## src/rtl/interval_timer.sv

```systemverilog
// Interval timer: loads a 4-bit second count and counts it down using a CLK_DIV prescaler.
// Pulses one_hz on every second tick and expired when the interval runs out.
module interval_timer #(
  parameter int CLK_DIV = 50_000_000
) (
  input  logic       clk,
  input  logic       Reset_n,
  input  logic       start_timer,
  input  logic       clear,
  input  logic [3:0] value,
  output logic       expired,
  output logic       busy,
  output logic [3:0] remaining,
  output logic       one_hz
);

  localparam int PW = $clog2(CLK_DIV);
  localparam logic [PW-1:0] PRE_MAX = PW'(CLK_DIV - 1);

  typedef enum logic [1:0] {IDLE, LOAD, COUNT} state_t;

  state_t        state, state_next;
  logic [PW-1:0] pre, pre_next;
  logic [3:0]    rem_next;
  logic          exp_next, hz_next;
  logic          tick;

  assign tick = (state == COUNT) && (pre == PRE_MAX);

  always_comb begin
    // NOTE: every signal gets a default first so no path through the case leaves it unassigned (no latch).
    state_next = state;
    pre_next   = pre;
    rem_next   = remaining;
    exp_next   = 1'b0;
    hz_next    = 1'b0;

    case (state)
      IDLE: begin
        pre_next = '0;
        if (start_timer) state_next = LOAD;
      end
      LOAD: begin
        pre_next = '0;
        // A repeated start keeps us in LOAD; value is taken only on the cycle we leave.
        if (!start_timer) begin
          rem_next = value;
          if (value == 4'd0) begin
            exp_next   = 1'b1;
            state_next = IDLE;
          end else begin
            state_next = COUNT;
          end
        end
      end
      COUNT: begin
        if (tick) begin
          pre_next = '0;
          hz_next  = 1'b1;
          if (remaining <= 4'd1) begin
            rem_next   = 4'd0;
            exp_next   = 1'b1;
            state_next = IDLE;
          end else begin
            rem_next = remaining - 4'd1;
          end
        end else begin
          pre_next = pre + 1'b1;
        end
        // Retrigger wins the next state, but a coincident expiry still pulses.
        if (start_timer) begin
          state_next = LOAD;
          pre_next   = '0;
        end
      end
      default: state_next = IDLE;
    endcase

    if (clear) begin
      state_next = IDLE;
      pre_next   = '0;
      rem_next   = 4'd0;
      exp_next   = 1'b0;
      hz_next    = 1'b0;
    end
  end

  always_ff @(posedge clk) begin
    // NOTE: sequential state uses non-blocking assignments so all registers see pre-edge values.
    if (!Reset_n) begin
      state     <= IDLE;
      pre       <= '0;
      remaining <= 4'd0;
      expired   <= 1'b0;
      busy      <= 1'b0;
      one_hz    <= 1'b0;
    end else begin
      state     <= state_next;
      pre       <= pre_next;
      remaining <= rem_next;
      expired   <= exp_next;
      busy      <= (state_next != IDLE);
      one_hz    <= hz_next;
    end
  end

endmodule

```

## config.mk

```make
export PLATFORM = sky130hd
export DESIGN_NAME = interval_timer
export DESIGN_NICKNAME = d
export VERILOG_FILES = /design/src/rtl/interval_timer.sv
export SDC_FILE = /design/constraint.sdc
export NUM_CORES = 1
export LEC_CHECK = 0
export BUFFER_PORTS_ARGS = -buffer_cell sky130_fd_sc_hd__buf_2
export CAP_MARGIN = 20
export CELL_PAD_IN_SITES_DETAIL_PLACEMENT = 0
export CELL_PAD_IN_SITES_GLOBAL_PLACEMENT = 1
export CORE_MARGIN = 2
export CORE_UTILIZATION = 35
export DETAILED_ROUTE_END_ITERATION = 12
export PLACE_DENSITY_LB_ADDON = 0.05
export SLEW_MARGIN = 20
export SYNTH_ARGS = -nofsm -noshare
export SYNTH_HDL_FRONTEND = slang
export SYNTH_SLANG_ARGS = --single-unit
```

## constraint.sdc

```tcl
create_clock -name clk -period 3.6 [get_ports clk]
set_input_delay 0.72 -clock clk [delete_from_list [all_inputs] [get_ports clk]]
set_output_delay 0.72 -clock clk [all_outputs]
set_load 0.005 [all_outputs]
```

# After elaboration in Yosys (flattened, before gate mapping)
# Index checks and enable logic that the tools add are counted.
totals:
  reg_bits: 35
  latchBits: 0
  ramBits: 0
  romBits: 0
  inputBits: 8
  out_inout_bits: 7
  word_cells: 47
  mem_count: 0
classes:
  addsub: 2
  n_mul: 0
  div_mod_pow: 0
  magnitude_cmp: 1
  n_eq_ne: 5
  shift: 0
  mux: 21
  n_bitwise: 2
  reduce_logical: 10
op_table:
  columns: ["op", "n"]
  rows:
  - ["$mux W26", 2]
  - ["$pmux W26 S2", 1]
  - ["$add A26 B1 Y26 const B", 1]
  - ["$eq A26 B26 Y1 const B", 1]
  - ["$mux W2", 7]
  - ["$mux W4", 3]
  - ["$pmux W4 S2", 1]
  - ["$pmux W2 S3", 1]
  - ["$reduce_bool A2 Y1", 3]
  - ["$mux W1", 5]
  - ["$le A4 B1 Y1 const B", 1]
  - ["$logic_not A4 Y1", 1]
  - ["$ne A2 B2 Y1 const B", 2]
  - ["$reduce_or A2 Y1", 2]
  - ["$sub A4 B1 Y4 const B", 1]
  - ["$reduce_and A3 Y1", 1]
  - ["$reduce_or A3 Y1", 1]
  - ["$eq A2 B1 Y1 const B", 1]
  - ["$eq A2 B2 Y1 const B", 1]
  - ["$logic_not A2 Y1", 1]
  - ["$not A1 Y1", 2]
  - ["$pmux W1 S2", 1]
  - ["$logic_and A1 B1 Y1", 1]

# Longest topological paths before layout
# Gate-level depths: netlist (run 1).
depth:
  ltp_word: 7
  depth_mapped: 8

# Worst setup path before layout (run 1)
# No wires, ideal clock.
synth_timing:
  path_type: "register -> register"
  start: "reg pre[0]"
  end: "reg busy"
  setup_ns: 0.119
  t_arrival_ns: 2.049
  t_required_ns: 3.481
  path_slack_ns: 1.432
  stages_incl_launch_ff: 7
  n_path_buf: 0
  synth_period_minus_slack_ns: 2.168
  cell_sequence: "dfxtp_1 -> ha_1 -> nand4_1 -> or4_4 -> or4_4 -> o21a_1 -> o21bai_1"
synth_via:
  elab_chain_cells: 7
synth_lines:
  columns: ["item", "line", "text"]
  rows:
  - ["from (decl)", "23", "logic [PW-1:0] pre, pre_next;"]
  - ["from (signal assigned)", "99", "pre <= pre_next;"]
  - ["$eq A26 B26 Y1", "28", "assign tick = (state == COUNT) && (pre == PRE_MAX);"]
  - ["$logic_and A1 B1 Y1", "28", null]
  - ["$mux W2", "57", "if (tick) begin"]
  - ["$mux W2", "71", "if (start_timer) begin"]
  - ["$pmux W2 S3", "38", "case (state)"]
  - ["$mux W2", "79", "if (clear) begin"]
  - ["$reduce_bool A2 Y1", "102", "busy <= (state_next != IDLE);"]
  - ["to (signal assigned)", "102", null]
  - ["to (decl)", "12", "output logic busy,"]
# No other way between the ends.
# A chain may end at the register's enable or synchronous reset.

# Final worst setup path (run 1)
layout_timing:
  start: "reg pre[0]"
  end: "reg remaining[2]"
layout_via:
  elab_chain_cells: 4
layout_lines:
  columns: ["item", "line", "text"]
  rows:
  - ["$eq A26 B26 Y1", "28", null]
  - ["$logic_and A1 B1 Y1", "28", null]
  - ["$ne A2 B2 Y1 (no source line)", null, null]
  - ["$reduce_and A3 Y1 (no source line)", null, null]
  - ["to (signal assigned)", "100", "remaining <= rem_next;"]
  - ["to (decl)", "13", "output logic [3:0] remaining,"]
# No other way between the ends.

==> results of run 1 <==
==> critical path, stage by stage (launching register included) <==
cell      delay (ns)
dfxtp_1         0.38
ha_1            0.22
nand4_1         0.15
or4_4           0.59
o21ai_0         0.45
o211ai_1        0.16
a32o_1          0.28
==> flip-flops by register name (all words and copies together), names as in the netlist <==
name       count
state          2
one_hz         1
remaining      4
busy           1
pre           26
expired        1
==> metrics by stage <==
stage / utilization (%) / cells
after floorplan: - / 224
after global placement: 38.8 / 300
after detailed placement: 38.8 / 300
after CTS: 40.4 / 308
after global routing: 40.4 / 308
final: 40.4 / 308
==> power groups by stage <==
stage / Clock, µW / Combinational, µW / Sequential [µW]
6_report: 274 / 34.1 / 393
5_1_grt: 307 / 38.2 / 393
4_1_cts: 289 / 33.8 / 392
3_5_place_dp: 0 / 33.7 / 402
3_3_place_gp: 0 / 32.9 / 401
2_1_floorplan: 0 / 21.6 / 401
==> area by class of cell <==
cell class / instances / area, µm²
fill: 550 / 3020
inverter: 6 / 22.5
multi-input combinational: 174 / 1080
tap: 70 / 87.6
timing repair buffer: 15 / 77.6
clock inverter: 1 / 5.00
sequential: 35 / 701
clock buffer: 7 / 76.3
==> path summary, 6_finish.rpt <==
path | end | slack, ns
max | remaining[2]$_SDFFE_PP0P_ | 1.26
min | pre[1]$_SDFFE_PP0P_ | 0.49
max reg2reg | remaining[2]$_SDFFE_PP0P_ | 1.26
min reg2reg | pre[1]$_SDFFE_PP0P_ | 0.49
==> cells in the mapped netlist, types with 2 or more instances <==
library cell,instances
a211oi_1,3
o21ai_0,4
xor2_1,17
or4_4,2
nand3b_1,3
and3_1,6
and4_1,5
nand2_1,16
inv_1,6
o22ai_1,2
a21oi_1,11
nand4b_1,2
nand4_1,9
buf_2,2
dfxtp_1,35
clkbuf_1,7
o31ai_1,2
nor3_1,5
ha_1,8
nor2b_1,3
xnor2_1,5
nand3_1,12
nor2_1,39
==> per-layer routing <==
layer / GRT usage, % / vias to the layer above
met3: 4.27 / 9
met2: 23.2 / 29
met5: 0 / -
met1: 21.8 / 757
li1: - / 810
met4: 6.18 / 0
==> kinds of logic after synthesis <==
family,count (synthesis)
AOI/OAI and AO/OA,33
xor gates and xnor gates,22
adders and majority gates,8
buffers and inverters,15
DFF,35
muxes,1
and+or+nand+nor,110
==> flow_results.org, run 1 <==
** Outcome
- Result of the run :: finished clean

** Synthesis
- Compound-gate portion of the synthesized area :: a little under an eighth
- Prevailing post-synth register cell :: dfxtp_1
- The synthesized design spends more area on one cell type than any other, namely dfxtp_1.
- Fraction of the yosys area taken by sequential cells :: 38.1%
- Simple-gate area share of the yosys netlist :: a little under a third
- Number of distinct library cells after synthesis :: 43
- In the synthesized netlist, mux cells make up less than 1% of the area.
- In this run, synthesis inferred 0 flip-flops with an integrated enable.
- Synthesis inferred 35 register bits.
- Yosys attributes the largest share of cell area to dfxtp_1 (38%), xor2_1 (8.1%), nor2_1 (8.0%).
- Post-Synthesis Cell Area :: roughly 1800 µm²
- Counting every instance in the synthesized netlist gives ~220.
- After Yosys synthesis, XOR and XNOR cells account for around a tenth of the synthesized area.
- Summed over its instances, the top area cell type makes up about two fifths of the synthesized netlist area.
- Number of warnings printed during yosys synthesis :: 0
- The average instance in the mapped netlist occupies just over 8 µm².
- Of all flip-flops after synthesis, the portion carrying an async set or reset was 0%.
- Post-Synth Adder-Cell Area :: 5.44%
- Number of nets in the synthesized netlist :: between 200 and 250
- After synthesis, the largest family of logic cells by area is simple AND/OR/NAND/NOR gates.

** Drt
- In the final routed layout, each cell accounts on average for 13.6 µm.
- Uppermost signal routing layer after detailed routing :: met4
- Summed over all nets, wire length on met2 after detailed routing comes to ~1800 µm.
- After detailed routing, the wire length on met1 is approximately 2100 µm.
- Via total after detailed routing :: between 1,500 and 2,000
- Summed over all nets, wire length on met3 after detailed routing comes to 187 µm.
- Once detail routing completed, the nets flagged for antenna violations numbered 0.
- In the routed design, unresolved DRC markers number 0.
- The final layout contains routed wiring with a total length of ~4200 µm.
- Post-DR vias/cell :: about 5.2
- The detailed router finished its first iteration with 95 violations.
- Detailed-router iteration count before antenna repair :: 4

** Cells and area
- Most frequent standard cell in the layout excluding fill and tap cells :: nor2_1
- Of the cells placed in the final design, the portion with a size suffix greater than 1 is 10.5%.
- Area growth from synthesis to layout :: 11.4%
- Layout net count :: 253
- After routing the design area is a little over 2000 µm².
- The repair_antennas step left the layout with diodes totalling 0.
- Leading cell types in the layout, fill and taps excluded :: nor2_1 (39), dfxtp_1 (35), xor2_1 (17), nand2_1 (16), buf_2 (14)

** Timing
- Largest clock skew in the final design :: 0.00193 ns
- Post-route worst setup slack :: around 1.3 ns
- Setup violations remaining at the end of the flow were counted as 0.
- Worst rel slew slack :: between 40% and 50%
- Hold slack :: roughly 0.5 ns
- Final clock period utilization by the worst path :: 64.9%
- Number of failing hold endpoints at the final stage :: 0
- The count of final max-slew check failures was 0.
- Setup total negative slack on the finished layout was measured at 0 ns.
- RSZ-0062 raised after global routing :: no
- Clock period minus final worst setup slack :: ~2.3 ns
- Slew at the pin closest to its max-slew limit :: between 0.8 and 0.9 ns
- Timing would allow up to ~430 MHz.

** Clocking
- After clock tree synthesis, the repair step resized 0 gates.
- The root buffer cell chosen for the clock tree is clkbuf_8.
- Clock-pin transition on the worst setup and hold timing paths :: roughly 0.070 ns
- Hold bufs inserted after CTS :: 0
- CTS buffer count :: 5
- CTS saw 35 sinks.
- The clock tree synthesis step divided the H-tree into 2 levels.
- Insertion delay of the later-clocked pin in the worst-skew pair :: ~0.28 ns
- The longest clock path from root to sink contains 2 buffers.
- Setup repair bufs after CTS :: 0
- Clock tree from TritonCTS :: built

** Global routing
- For this run, the total global-route usage over all layers was measured as 15.8%.
- Number of antenna violations at the first check in global routing :: 0
- Entering global routing, the biggest net connects 22 pins.
- Final global-route overflow total :: 0
- The first global-routing pass estimated ~7400 µm of wire.
- Number of global-route vias before repair :: around 1,600

** Die
- Count of pins on the block boundary :: 15
- After floorplanning, the core was divided into 26 placement rows.
- Die boundary width :: 76.5 µm
- Starting density of the core :: between 30 and 40%
- Area of the core region :: about 5000 µm²
- The die is 76.5 µm tall.
- The floorplan step defined a die boundary enclosing between 5000 and 6000 µm².

** Power and ir drop
- Registers are responsible for 56.0% of the overall power.
- For this design the total switching power over the nets is around 160 µW.
- After layout, the design draws a total of roughly 700 µW.
- Cell Pwr Density :: between 300 and 400 nW/µm²
- Sw Ratio :: a little under a quarter
- Worst ir drop on vdd :: around 0.00017 V
- Clk network pwr share :: between 30% and 40%
- Int Pwr :: about 540 µW
- Combinational logic burns ~5% of the power.
- Summed over all cells, the static leakage comes to around 0.00074 µW.

** Setup path
- Tracing the worst setup path back leads to its startpoint at pre[0]$_SDFFE_PP0P_.
- Startpoint of the worst register-to-register path :: pre[0]$_SDFFE_PP0P_
- Worst-path fanout max :: 5
- By startpoint and endpoint, the worst setup path is classified as reg2reg.
- For the worst setup path, the data arrival time is ~2.5 ns.
- Worst Setup Start Kind :: flip-flop
- The worst setup path is captured at a flip-flop.
- Worst Path Required :: 3.78 ns
- Number of cells on the worst reg-to-reg path :: 6

** Min path
- In this run the most critical hold path is launched from pre[1]$_SDFFE_PP0P_.
- Cell depth of the worst min-delay path :: 2
- The worst hold path belongs to the class reg2reg.

** Placement
- Final weighted congestion in routability-driven placement :: roughly 0.79
- Timing analysis after detailed placement gives a worst setup slack of about 1.3 ns.
- Post-detail-place hpwl :: ~3000 µm
- Once placement finished, the instance area stood at slightly below 2000 µm².
- Buffers placed on the I/O ports in this run total 14.

** Run
- Maxcap violations :: 0
Note: power is estimated with default switching activity, not from simulation.
==> run 2: changes to the inputs <==
==> constraint.sdc (replaced) <==
create_clock -name clk -period 2.4 [get_ports clk]
set_input_delay 0.48 -clock clk [delete_from_list [all_inputs] [get_ports clk]]
set_output_delay 0.48 -clock clk [all_outputs]
set_load 0.005 [all_outputs]
==> flow_results.org, run 2 (same netlist as run 1, synthesis figures left out) <==
** Outcome
- The run finished with clean final reports.

** Timing
- The aggregate negative setup slack came to 0 ns (unchanged).
- Largest clock skew in the final design :: 0.00296 ns (+0.00104 ns)
- Number of failing hold endpoints at the final stage :: 0 (unchanged)
- The count of final max-slew check failures is 0 (unchanged).
- Worst rel slew slack :: 46.6% (+0.24 points)
- The post-route fraction of the period consumed by the critical path came to 94.9% (+30 points).
- Slew at the pin closest to its max-slew limit :: 0.798 ns (-0.00354 ns)
- The total of endpoints with negative setup slack in the final report is 0 (unchanged).
- The highest clock rate is 439 MHz (+2.6%).
- The shortest period the worst path allows was 2.28 ns (-0.0592 ns).
- Setup repair after global routing left no endpoint under its margin.

** Clocking
- Max H-tree Level :: 2 (unchanged)
- TritonCTS built the clock tree.
- Root Buffer :: clkbuf_8
- The number of buffers inserted by hold repair at cts is 0 (unchanged).
- The clock latency on the worst-skew pair came to 0.28 ns (about the same).
- Maximum number of buffers from clock root to sink :: 2 (unchanged)
- CTS buffer count :: 5 (unchanged)
- Clock-pin transition on the worst setup and hold timing paths :: 0.07 ns (about the same)
- Clock sinks :: 35 (unchanged)

** Global routing
- Global-route wire length before repair :: 6770 µm (-8.4%)
- Number of global-route vias before repair :: 1,456 (-7.1%)
- The largest net degree at the start of global routing came to 22 (unchanged).
- The total global routing track utilization is 14.3% (-1.5 points).
- Final global-route overflow total :: 0 (unchanged)
- The number of antenna violations at the first check in global routing is 0 (unchanged).

** Die
- The initial cell density of the core was 36.3% (unchanged).
- Cell Rows :: 26 (unchanged)
- Die height :: 76.5 µm (unchanged)
- The overall die width is 76.5 µm (unchanged).
- The floorplan die area was 5850 µm² (unchanged).
- The number of top-level pins came to 15 (unchanged).
- Area of the core region :: 5070 µm² (unchanged)

** Drt
- Via total after detailed routing :: 1,598 (-0.44%)
- The post-route antenna net violation count is 0 (unchanged).
- Detailed-route DRC error count :: 0 (unchanged)
- The routed via count divided by cell count was 5.14 (-1.4%).
- WL per Instance :: 13.2 µm (-2.8%)
- Total Routed Length :: 4100 µm (-1.9%)
- The detailed-routing iteration count for the pre-antenna-repair pass is 4 (unchanged).
- The number of DRC markers in iteration 0 came to 75 (-21%).

** Cells and area
- The antenna cell count came to 0 (unchanged).
- The library cell used most frequently in the layout, excluding fill and tap cells, is nor2_1.
- Max FFs per register :: 26 (unchanged)
- Finished layout cell area :: 2130 µm² (+3.7%)
- The fraction of final layout cells sized beyond drive strength 1 was 13.3% (+2.8 points).
- The library cells used most frequently in the layout, excluding fill and tap cells, are nor2_1 (39), dfxtp_1 (34), xor2_1 (17), nand2_1 (16), buf_2 (14).
- The share of the core filled with cells was 41.9% (+1.5 points).
- In the final layout, the registers with the most flip-flops are pre x26, remaining x4, state x2.
- Area growth from synthesis to layout :: 15.5%
- Layout net count :: 256 (+1.2%)
- Register bank with the most flops :: pre

** Setup path
- Most frequent cell on the critical path :: or4_4
- In this design, the largest share of critical-path delay is due to simple AND/OR/NAND/NOR gates.
- The number of cells on the worst reg-to-reg path came to 6 (unchanged).
- Depth of the critical timing path with buffers and inverters included :: 6 (unchanged)
- Worst Path Required :: 2.58 ns (-1.20 ns)
- Bufs and invs on worst path :: 0 (unchanged)
- Largest stage delay on the critical path :: 0.59 ns (about the same)
- Ordered cell list for the critical path :: ha_2 -> nand4_1 -> or4_4 -> or4_4 -> o21a_1 -> o21bai_1
- The endpoint arrival time on the critical path was 2.45 ns (-0.06 ns).
- Worst Setup Start Kind :: flip-flop
- The worst setup path is of the reg2reg kind.
- The maximum fanout count along the critical path is 5 (unchanged).
- The largest individual stage delay along the critical path comes from the cell or4_4.
- STA classifies the critical path endpoint as a flip-flop.

** Power and ir drop
- The clock network fraction of design power is 46.2% (+7.1 points).
- Leakage dissipation :: 0.000778 µW (+5.3%)
- Net Switching :: 246 µW (+52%)
- The switching fraction of total power was 20.7% (-2.4 points).
- Total power after layout :: 1190 µW (+69%)
- Share of total power in sequential cells :: 49.6% (-6.4 points)
- The internal power came to 942 µW (+75%).
- The combinational power share is 4.2% (-0.7 points).
- The ratio of total power to cell area is 559 nW/µm² (+63%).
- The worst vdd rail ir drop came to 0.000251 V (+44%).

** Placement
- Number of port buffers :: 14 (unchanged)
- Final weighted congestion in routability-driven placement :: 0.807 (+1.8%)
- Placed cell areas :: 2000 µm² (+1.8%)
- The placed wire-length estimate after detailed placement is 3020 µm (-0.27%).

** Min path
- Worst Hold Class :: reg2reg
- The number of stages on the worst hold path was 2 (unchanged).

** Run
- Maxcap violations :: 0 (unchanged)
run 2: cell types whose count changed in the layout (fill, tap and decap cells not counted), sizes merged:
cell and change:
buf +3, bufinv +1, clkbuf -1
run 2: final timing paths:
check	start	end	slack, ns
worst max-delay path	pre[1]$_SDFFE_PP0P_	busy$_SDFF_PN0_	0.12
worst min-delay path	pre[0]$_SDFFE_PP0P_	pre[0]$_SDFFE_PP0P_	0.49
worst max register to register	pre[1]$_SDFFE_PP0P_	busy$_SDFF_PN0_	0.12
worst min register to register	pre[0]$_SDFFE_PP0P_	pre[0]$_SDFFE_PP0P_	0.49
run 2: routing by layer:
layer	vias up	global-route usage, %	share of wire, %
li1	816	-	-
met1	764	19.1	49
met2	13	22.4	48
met3	5	3.32	2.3
met4	0	5.45	1.0
met5	-	0	0
run 2: power groups by stage:
stage / Clock [µW] / Combinational, µW / Sequential (µW)
after floorplan: 0 / 32.4 / 602
after global placement: 0 / 48.8 / 602
after detailed placement: 0 / 49.6 / 603
after CTS: 564 / 49.7 / 589
after global routing: 591 / 56.1 / 589
final: 549 / 49.6 / 589
run 2: layout make-up:
class	count	area [µm²]
clock buffer	6	82.6
clock inverter	2	35.0
fill	531	2950
inverter	6	22.5
multi-input combinational	174	1080
sequential	35	702
tap	70	87.6
timing repair buffer	18	113
run 2: per-stage QoR:
stage,hold slack [ns],instances,worst slack [ns]
5_1_grt,0.525,311,0.0226
3_3_place_gp,0.469,303,0.132
2_1_floorplan,0.458,224,0.232
3_5_place_dp,0.490,303,0.100
4_1_cts,0.501,311,0.0841
6_report,0.490,311,0.123
run 2: timing repair:
action | in CTS | in global routing
resized for setup | 0 | 2
setup buffers | 0 | 0
endpoints found under the setup margin | 0 | 1
run 2: worst reg2reg max path, stage by stage (launching register included):
cell	delay, ns
dfxtp_1	0.37
ha_2	0.22
nand4_1	0.13
or4_4	0.59
or4_4	0.53
o21a_1	0.19
o21bai_1	0.14
